### src/rtl/seg_disp_arbiter_pkg.sv
// Shared definitions for the seven-segment display arbiter.
package seg_disp_arbiter_pkg;

  // 1 s at 12 MHz; also the clkdiv reference period
  localparam int HOLD_CYCLES_DEF = 12_000_000;

  typedef enum logic [1:0] {
    ST_IDLE   = 2'd0,
    ST_OWN    = 2'd1,
    ST_LINGER = 2'd2
  } st_e;

endpackage

### src/rtl/seg_disp_arbiter_rr_pick.sv
// Round-robin picker: first set request scanning start, start+1, ... mod NUM_REQ,
// optionally skipping one index (the current owner during preemption).
module seg_disp_arbiter_rr_pick #(
  parameter  int NUM_REQ = 4,
  localparam int OWN_W   = $clog2(NUM_REQ)
) (
  input  logic [NUM_REQ-1:0] req,
  input  logic [OWN_W-1:0]   start,
  input  logic               excl_en,
  input  logic [OWN_W-1:0]   excl_idx,
  output logic               found,
  output logic [OWN_W-1:0]   win
);

  localparam int              SW  = OWN_W + 1;
  localparam logic [SW-1:0]   N_S = SW'(NUM_REQ);

  logic [NUM_REQ-1:0] cand;
  logic [SW-1:0]      pos;

  // mask out the excluded requester
  always_comb begin
    cand = req;
    if (excl_en) cand[excl_idx] = 1'b0;
  end

  // scan from the far end so the candidate closest to start wins last
  always_comb begin
    found = 1'b0;
    win   = '0;
    pos   = '0;
    for (int k = NUM_REQ-1; k >= 0; k--) begin
      pos = {1'b0, start} + SW'(k);
      if (pos >= N_S) pos = pos - N_S;
      if (cand[pos[OWN_W-1:0]]) begin
        found = 1'b1;
        win   = pos[OWN_W-1:0];
      end
    end
  end

endmodule

### src/rtl/seg_disp_arbiter.sv
// Round-robin owner of the 2-digit seven-segment display with a minimum
// visible hold time per owner and a linger phase after early release.
module seg_disp_arbiter
  import seg_disp_arbiter_pkg::*;
#(
  parameter  int NUM_REQ     = 4,
  parameter  int HOLD_CYCLES = HOLD_CYCLES_DEF,
  localparam int OWN_W       = $clog2(NUM_REQ),
  localparam int CNT_W       = $clog2(HOLD_CYCLES+1)
) (
  input  logic                 CLK,
  input  logic                 RST,
  input  logic [NUM_REQ-1:0]   req,
  input  logic [8*NUM_REQ-1:0] req_data,
  output logic [NUM_REQ-1:0]   grant,
  output logic [OWN_W-1:0]     owner,
  output logic [7:0]           disp_value,
  output logic                 disp_valid
);

  localparam logic [CNT_W-1:0] HOLD_MAX = CNT_W'(HOLD_CYCLES);
  localparam logic [OWN_W-1:0] LAST_IDX = OWN_W'(NUM_REQ-1);

  st_e                      state;
  logic [OWN_W-1:0]         rr_ptr;
  logic [CNT_W-1:0]         hold_cnt;
  logic [NUM_REQ-1:0][7:0]  req_bytes;
  logic                     pick_found;
  logic [OWN_W-1:0]         pick_idx;
  logic [OWN_W-1:0]         pick_nxt;
  logic                     expired;
  logic                     own_req;
  logic                     take;
  logic                     drop;

  assign req_bytes = req_data;
  assign expired   = (hold_cnt == HOLD_MAX);
  assign own_req   = req[owner];
  assign pick_nxt  = (pick_idx == LAST_IDX) ? '0 : pick_idx + 1'b1;

  // while owning, the owner never competes against itself
  seg_disp_arbiter_rr_pick #(.NUM_REQ(NUM_REQ)) u_rr_pick (
    .req      (req),
    .start    (rr_ptr),
    .excl_en  (state == ST_OWN),
    .excl_idx (owner),
    .found    (pick_found),
    .win      (pick_idx)
  );

  // take: hand the display to pick_idx; drop: go idle with nothing shown
  always_comb begin
    take = 1'b0;
    drop = 1'b0;
    unique case (state)
      ST_IDLE:   take = pick_found;
      ST_OWN: begin
        take = expired & pick_found;
        drop = expired & ~pick_found & ~own_req;
      end
      ST_LINGER: begin
        take = expired & pick_found;
        drop = expired & ~pick_found;
      end
      default: drop = 1'b1;
    endcase
  end

  // ownership FSM with registered outputs
  always_ff @(posedge CLK) begin
    if (RST) begin
      state      <= ST_IDLE;
      grant      <= '0;
      owner      <= '0;
      disp_value <= 8'h00;
      disp_valid <= 1'b0;
      rr_ptr     <= '0;
      hold_cnt   <= '0;
    end else if (take) begin
      state      <= ST_OWN;
      grant      <= NUM_REQ'(1) << pick_idx;
      owner      <= pick_idx;
      disp_value <= req_bytes[pick_idx];
      disp_valid <= 1'b1;
      rr_ptr     <= pick_nxt;
      hold_cnt   <= '0;
    end else if (drop) begin
      state      <= ST_IDLE;
      grant      <= '0;
      disp_valid <= 1'b0;
    end else begin
      unique case (state)
        ST_IDLE: disp_valid <= 1'b0;
        ST_OWN: begin
          if (!expired) hold_cnt <= hold_cnt + 1'b1;
          if (own_req) begin
            disp_value <= req_bytes[owner];
          end else begin
            state <= ST_LINGER;
            grant <= '0;
          end
        end
        ST_LINGER: hold_cnt <= hold_cnt + 1'b1;
        default:   state    <= ST_IDLE;
      endcase
    end
  end

endmodule

### config.mk
export PLATFORM = sky130hd
export DESIGN_NAME = seg_disp_arbiter
export DESIGN_NICKNAME = d
export VERILOG_FILES = /design/src/rtl/seg_disp_arbiter_pkg.sv /design/src/rtl/seg_disp_arbiter_rr_pick.sv /design/src/rtl/seg_disp_arbiter.sv
export SDC_FILE = /design/constraint.sdc
export NUM_CORES = 1
export LEC_CHECK = 0
export CAP_MARGIN = 20
export CORE_ASPECT_RATIO = 1.4
export CORE_MARGIN = 5
export CORE_UTILIZATION = 50
export DETAILED_ROUTE_END_ITERATION = 7
export MAX_ROUTING_LAYER = met4
export PLACE_DENSITY_LB_ADDON = 0.12
export SETUP_SLACK_MARGIN = 0.15
export SLEW_MARGIN = 20
export SYNTH_ARGS = -nofsm -noshare
export SYNTH_HDL_FRONTEND = slang
export SYNTH_SLANG_ARGS = --single-unit
### constraint.sdc
create_clock -name CLK -period 2.6 [get_ports CLK]
set_clock_uncertainty 0.05 [all_clocks]
set_input_delay 0.52 -clock CLK [delete_from_list [all_inputs] [get_ports CLK]]
set_output_delay 0.52 -clock CLK [all_outputs]
set_load 0.02 [all_outputs]
==> results of run 1 <==
## cell type report
type	instances	area [um^2]
clock buffers	6	82.58
clock inverters	2	35.03
fillers	458	1652
inverters	20	78.83
multi-input cells	256	1892
flip-flops and latches	43	862.1
well taps	68	85.08
repair buffers	86	830.8
repair inverters	1	7.507
## routing by layer
metal  share of wire, %  vias to the layer above  global-route usage [%]
li1                   -                     1379                       -
met1                 40                     1361                   24.94
met2                 54                       73                   37.91
met3                4.4                       13                   2.932
met4                1.3                        0                   6.834
met5                  0                        -                       -
## power groups by stage
stage / Combinational, W / Clock, W / Sequential [W]
after CTS: 0.00132 / 0.000552 / 0.000829
final: 0.00136 / 0.000542 / 0.000831
after floorplan: 0.000710 / 0 / 0.000891
after global routing: 0.00148 / 0.000581 / 0.000843
after global placement: 0.00130 / 0 / 0.000847
after detailed placement: 0.00131 / 0 / 0.000845
## worst max path at each step
stage | start | endpoint | slack [ns] | depth (start not counted)
5_1_grt | state[1] | rr_ptr[1] | 0.07 | 10
6_report | hold_cnt[13] | disp_value[4] | 0.21 | 6
2_1_floorplan | state[1] | disp_value[0] | 0.17 | 12
3_3_place_gp | req[1] | disp_value[3] | -0.09 | 8
3_5_place_dp | req[1] | disp_value[2] | -0.16 | 8
4_1_cts | hold_cnt[13] | disp_value[2] | 0.15 | 7
## worst min-delay path, delay by kind of cell (launching register included)
| family | cells | cell delay [ns] |
|---|---|---|
| compound gates | 1 | 0.06 |
| flops | 1 | 0.32 |
| simple gates | 1 | 0.06 |
## stage by stage
stage	total power, W	setup slack [ns]	instance area (um^2)	setup TNS (ns)
after detailed placement	0.002150	-0.1615	3649	-1.711
after CTS	0.002703	0.1494	3789	0
after floorplan	0.001601	0.1741	2844	0
after global placement	0.002144	-0.08948	3649	-0.6832
final	0.002738	0.2085	3874	0
after global routing	0.002903	0.07160	3874	0
## layout by cell type, fill, tap and decap left out, drive strengths merged, types with 3 or more instances in the layout
cell / Yosys / layout
o2111ai: 12 / 12
xor2: 13 / 13
a21oi: 12 / 12
o21ai: 18 / 18
ha: 10 / 10
nand3: 21 / 21
and2: 5 / 5
or2: 3 / 3
clkdlybuf4s50: 0 / 48
nor2b: 5 / 5
mux4: 9 / 9
mux2: 6 / 6
nand4: 6 / 6
o41a: 3 / 3
xnor2: 11 / 11
buf: 12 / 34
inv: 20 / 19
clkbuf: 6 / 6
a21o: 3 / 3
a31oi: 8 / 8
nor3: 6 / 6
dlymetal6s2s: 0 / 4
and4: 5 / 5
nor2: 35 / 35
mux2i: 3 / 3
o2111a: 5 / 5
dfxtp: 43 / 43
nand2: 29 / 29
and3: 9 / 9
## registers in the layout, indices dropped and copies added (netlist names)
signal and flops:
disp_valid 1, disp_value 8, grant 4, hold_cnt 24, owner 2, rr_ptr 2
state 2
## what timing repair did
item,4_1_cts,5_1_grt
pin swaps,0,2
gates resized for setup,4,22
endpoints found under the setup margin,3,39
cloned,0,1
## cell families after synthesis
group | Yosys count | synth area share [%]
xor+xnor | 24 | 7.391
buf+inv | 38 | 5.939
compound gates | 69 | 16.98
simple gates | 135 | 24.46
flops | 43 | 30.27
fa+ha+maj | 10 | 4.399
mux | 18 | 10.56
==> results.md, run 1 <==
- **status** completed
- **cells traversed along the worst timing path** or4_4 -> nor3_4 -> a31oi_2 -> or3_4 -> buf_6 -> o41a_1
- **Post-Layout Cell Count** 482
- **Slew Limit Headroom** 69.10%
- **leading cell types by total area after synthesis** dfxtp_1, mux4_2, nor2_1
- **post-detailed-routing wire length** 7.927 mm
- **capturing point of the worst reg2reg path** disp_value[4]
- **type of the most critical hold path** flop to flop
- **Floorplan Core Area** 5525 um^2
- **nature of the critical path endpoint** flop
- **CTS H-tree depth** 2
- **CTS Buf Count** 5
- **CP max stage delay** 0.58 ns
- **Max Freq** 0.4182 GHz
- **arrival time of the worst setup path** 2.52 ns
- **Post-layout nets** 461
- **family with the most delay on the worst path** simple AND/OR/NAND/NOR gates
- **Netlist Area Pre-Place** 2844 um^2
- **placer's final routability congestion estimate** 0.9943
- **crit path time final** 2.391 ns
- **count of buffers inserted at the top-level ports** 52
- **Switching Share** 36.14%
- **number of flip-flops and latches in the synthesized netlist** 43
- **net count of the mapped netlist** 385
- **instance count along the most critical hold path** 2
- **largest buffer count on any clock path** 2
- **P per Cell Area** 706.8 nW/um^2
- **Layout Area Growth over Synthesis** 36.21%
- **via count of the first global-routing pass** 2749
- **post-synthesis cell count** 337
- **initial antenna violation count** 0
- **library cell with the highest instance count after synthesis** dfxtp_1
- **total via count in the routed design** 2826
- **most numerous cell types in the synthesized netlist** dfxtp_1, nor2_1, nand2_1
- **overall global routing resource usage** 21.63%
- **Final setup violation count** 0
- **die outline width** 73.74 um
- **Async SR Flop Fraction** 0%
- **Lkg Pwr** 1.495 nW
- **cell-internal power** 0.001749 W
- **number of hold violations in the final report** 0
- **clock net sink count** 43
- **number of buffers added to fix hold violations after cts** 0
- **Synth warnings** 0
- **Worst-Margin Slew** 0.4600 ns
- **startpoint types** flop
- **TritonCTS clock tree** done
- **portion of total power attributed to the clock network** 19.8%
- **max-slew violations** 0
- **post-layout utilization of the core** 70.11%
- **number of maximum-capacitance violations** 0
- **placed cell count** 473
- **worst reg2reg path startpoint** hold_cnt[13]
- **Netlist cell types** 46
- **antenna-violating nets left** 0
- **Worst Hold Margin** 0.4243 ns
- **Clock Pin Slew Worst Setup and Hold Paths** 0.08 ns
- **part of the total power dissipated in sequential elements** 30.4%
- **layout cells sized above 1** 19.57%
- **area of the die** 7318 um^2
- **pin count of the biggest net entering global routing** 25
- **number of antenna cells inserted** 0
- **Placement Rows** 32
- **cell chosen for the clock root** clkbuf_8
- **final period utilization** 91.98%
- **portion of synthesized cell area occupied by the leading cell type** 30.27%
- **count of buffer and inverter cells on the critical path** 1
- **DRC violation count after routing** 0
- **largest area contributor in the synthesized netlist** dfxtp_1
- **R2R Setup Slk** 0.21 ns
- **count of flip-flops with a built-in enable after synthesis** 0
- **largest fanout on the critical path** 11
- **synthesized area divided by synthesized cell count** 8.439 um^2
- **later-pin clock latency in the skew report** 0.30 ns
- **DP HPWL** 5.850 mm
- **setup repair after global routing missed its margin** true
- **I/O pin count** 53
- **critical hold path startpoint** grant[0]
- **prevailing post-synth register cell** dfxtp_1
- **total congestion overflow after global routing** 0
- **largest vdd supply drop** 0.7151 mV
- **router iterations before antenna repair** 4
- **routed len/inst** 16.45 um
- **Starting Density** 51.47%
- **fraction of power consumed by combinational cells** 49.8%
- **switching power** 0.0009894 W
- **required time of the critical path** 2.73 ns
- **sequential element share of the synthesized area** 30.27%
- **post-CTS setup-driven buffer insertion count** 0
- **global-route wire length before repair** 12.53 mm
- **Worst path slowest cell** or4_4
- **class of the most critical setup path** flop to flop
- **Vias/cell** 5.863
- **die outline height** 99.24 um
- **Worst Hold End** grant[0]
- **number of DRC violations after detailed-routing iteration 0** 172
- **r2r worst-path depth** 6
Power figures use the tool's default switching activity.
==> run 2, diff against run 1 <==
CAP_MARGIN = 40   (was 20)
==> results of run 2 <==
Same layout as run 1: the final DEF is identical, and so are final timing and power.
==> run 3, diff against run 2 <==
GPL_ROUTABILITY_DRIVEN = 0   (was default)
GPL_TIMING_DRIVEN = 0   (was default)
HOLD_SLACK_MARGIN = 0.02   (was default)
==> results.md, run 3 (synthesis gave the netlist of run 1 again) <==
- **router iterations before antenna repair** 4, unchanged
- **leading cell type in the layout, fill and taps excluded** clkdlybuf4s50_1
- **instance count along the most critical hold path** 2, unchanged
- **global-route wire length before repair** 12.50 mm, -0.28%
- **register ranked first by flip-flop count** hold_cnt
- **setup repair after global routing missed its margin** false
- **TritonCTS clock tree** done
- **nature of the critical path endpoint** flop
- **area of the die** 7318 um^2, unchanged
- **Worst Hold Margin** 0.4211 ns, -0.003187 ns
- **R2R Setup Slk** 0.25 ns, +0.05 ns
- **Worst Hold End** grant[0]
- **Largest regs** hold_cnt: 24 flops, disp_value: 8 flops, grant: 4 flops
- **class of the most critical setup path** flop to flop
- **most frequent cells in the layout** clkdlybuf4s50_1, dfxtp_1, nor2_1
- **die outline height** 99.24 um, unchanged
- **worst reg2reg path startpoint** state[1]
- **P per Cell Area** 685.8 nW/um^2, -3.0%
- **pin count of the biggest net entering global routing** 14, -44%
- **number of antenna cells inserted** 0, unchanged
- **max-slew violations** 0, unchanged
- **total congestion overflow after global routing** 0, unchanged
- **placed cell count** 457, -3.4%
- **CTS H-tree depth** 2, unchanged
- **Lkg Pwr** 1.378 nW, -7.9%
- **layout cells sized above 1** 16.92%, -2.6 points
- **final period utilization** 90.22%, -1.8 points
- **via count of the first global-routing pass** 2683, -2.4%
- **post-detailed-routing wire length** 7.643 mm, -3.6%
- **Post-Layout Cell Count** 470, -2.5%
- **Max Freq** 0.4263 GHz, +1.9%
- **Starting Density** 51.47%, unchanged
- **capturing point of the worst reg2reg path** disp_value[6]
- **number of DRC violations after detailed-routing iteration 0** 235, +37%
- **crit path time final** 2.346 ns, -0.04572 ns
- **Layout Area Growth over Synthesis** 30.80%
- **initial antenna violation count** 0, unchanged
- **Post-Place Cell Area** 3450 um^2, -5.5%
- **Final setup violation count** 0, unchanged
- **cell area after layout** 3720 um^2, -4.0%
- **largest vdd supply drop** 0.3642 mV, -49%
- **r2r worst-path depth** 9, +3
- **antenna-violating nets left** 0, unchanged
- **overall global routing resource usage** 21.94%, +0.31 points
- **arrival time of the worst setup path** 2.49 ns, -0.03 ns
- **die outline width** 73.74 um, unchanged
- **Worst-Margin Slew** 0.4743 ns, +0.01431 ns
- **type of the most critical hold path** flop to flop
- **largest fanout on the critical path** 9, -2
- **count of buffers inserted at the top-level ports** 52, unchanged
- **required time of the critical path** 2.74 ns, about the same
- **largest buffer count on any clock path** 2, unchanged
- **number of flip-flops in the largest register** 24, unchanged
- **DRC violation count after routing** 0, unchanged
- **routed len/inst** 16.26 um, -1.1%
- **DP HPWL** 5.732 mm, -2.0%
- **Post-layout nets** 449, -2.6%
- **total via count in the routed design** 2741, -3.0%
- **startpoint types** flop
- **Vias/cell** 5.832, -0.53%
- **later-pin clock latency in the skew report** 0.30 ns, about the same
- **clock net sink count** 43, unchanged
- **number of maximum-capacitance violations** 0, unchanged
- **I/O pin count** 53, unchanged
- **cell chosen for the clock root** clkbuf_8
- **critical hold path startpoint** grant[0]
- **Placement Rows** 32, unchanged
- **Slew Limit Headroom** 68.38%, -0.72 points
- **CTS Buf Count** 5, unchanged
- **number of hold violations in the final report** 0, unchanged
- **Floorplan Core Area** 5525 um^2, unchanged
- **aggregate negative setup slack** 0 ns, unchanged
- **Clock Pin Slew Worst Setup and Hold Paths** 0.09 ns, about the same
- **status** completed
[run 3: metal layers]
layer	vias to the layer above	GRT usage, %	wire length, um
met2	79	35.86	3906
met1	1293	26.85	3101
met5	-	-	0
met3	19	3.236	435
li1	1350	-	-
met4	0	8.368	199
[run 3: worst max-delay path, cell delays in order, from the launching register on]
cell     delay [ns]
dfxtp_2        0.35
inv_1          0.06
ha_2           0.17
buf_6          0.13
nor2b_4        0.14
a21o_1         0.20
and2_1         0.24
or3_1          0.32
buf_4          0.17
o41a_1         0.41
[run 3: stage by stage]
stage	util, %	total power, W	setup slack, ns
floorplan	-	0.001601	0.1741
global placement	62.43	0.001981	-0.5251
detailed placement	62.43	0.002000	-0.5188
CTS	65.58	0.002507	0.1516
global route	67.32	0.002722	0.1427
finish	67.32	0.002551	0.2543
[run 3: worst max-delay path by stage]
stage              from       endpoint  cells past startpoint
6_report       state[1]  disp_value[6]                      9
5_1_grt        state[1]  disp_value[0]                     12
4_1_cts        state[1]  disp_value[6]                      9
3_5_place_dp     req[1]  disp_value[3]                      7
3_3_place_gp     req[1]  disp_value[7]                      7
2_1_floorplan  state[1]  disp_value[0]                     12
[run 3: power breakdown]
part           switching, W  total [W]  internal, W
sequential        0.0000644   0.000811     0.000747
combinational      0.000682    0.00131     0.000631
clock              0.000239   0.000427     0.000188
[run 3: timing repair]
action                                  4_1_cts  5_1_grt
resized for setup                            24       27
hold endpoints to repair                      0        0
buffers inserted                              4        1
endpoints found under the setup margin       35       37
pin swaps                                     3        6
hold buffers                                  0        0
[run 3: layout make-up]
class | count | area, um^2
Buffer | 18 | 132.6
Clock buffer | 6 | 72.57
Clock inverter | 2 | 12.51
Fill cell | 503 | 1805
Inverter | 20 | 80.08
Multi-Input combinational cell | 256 | 1918
Sequential cell | 43 | 865.8
Tap cell | 68 | 85.08
Timing Repair Buffer | 57 | 553.0
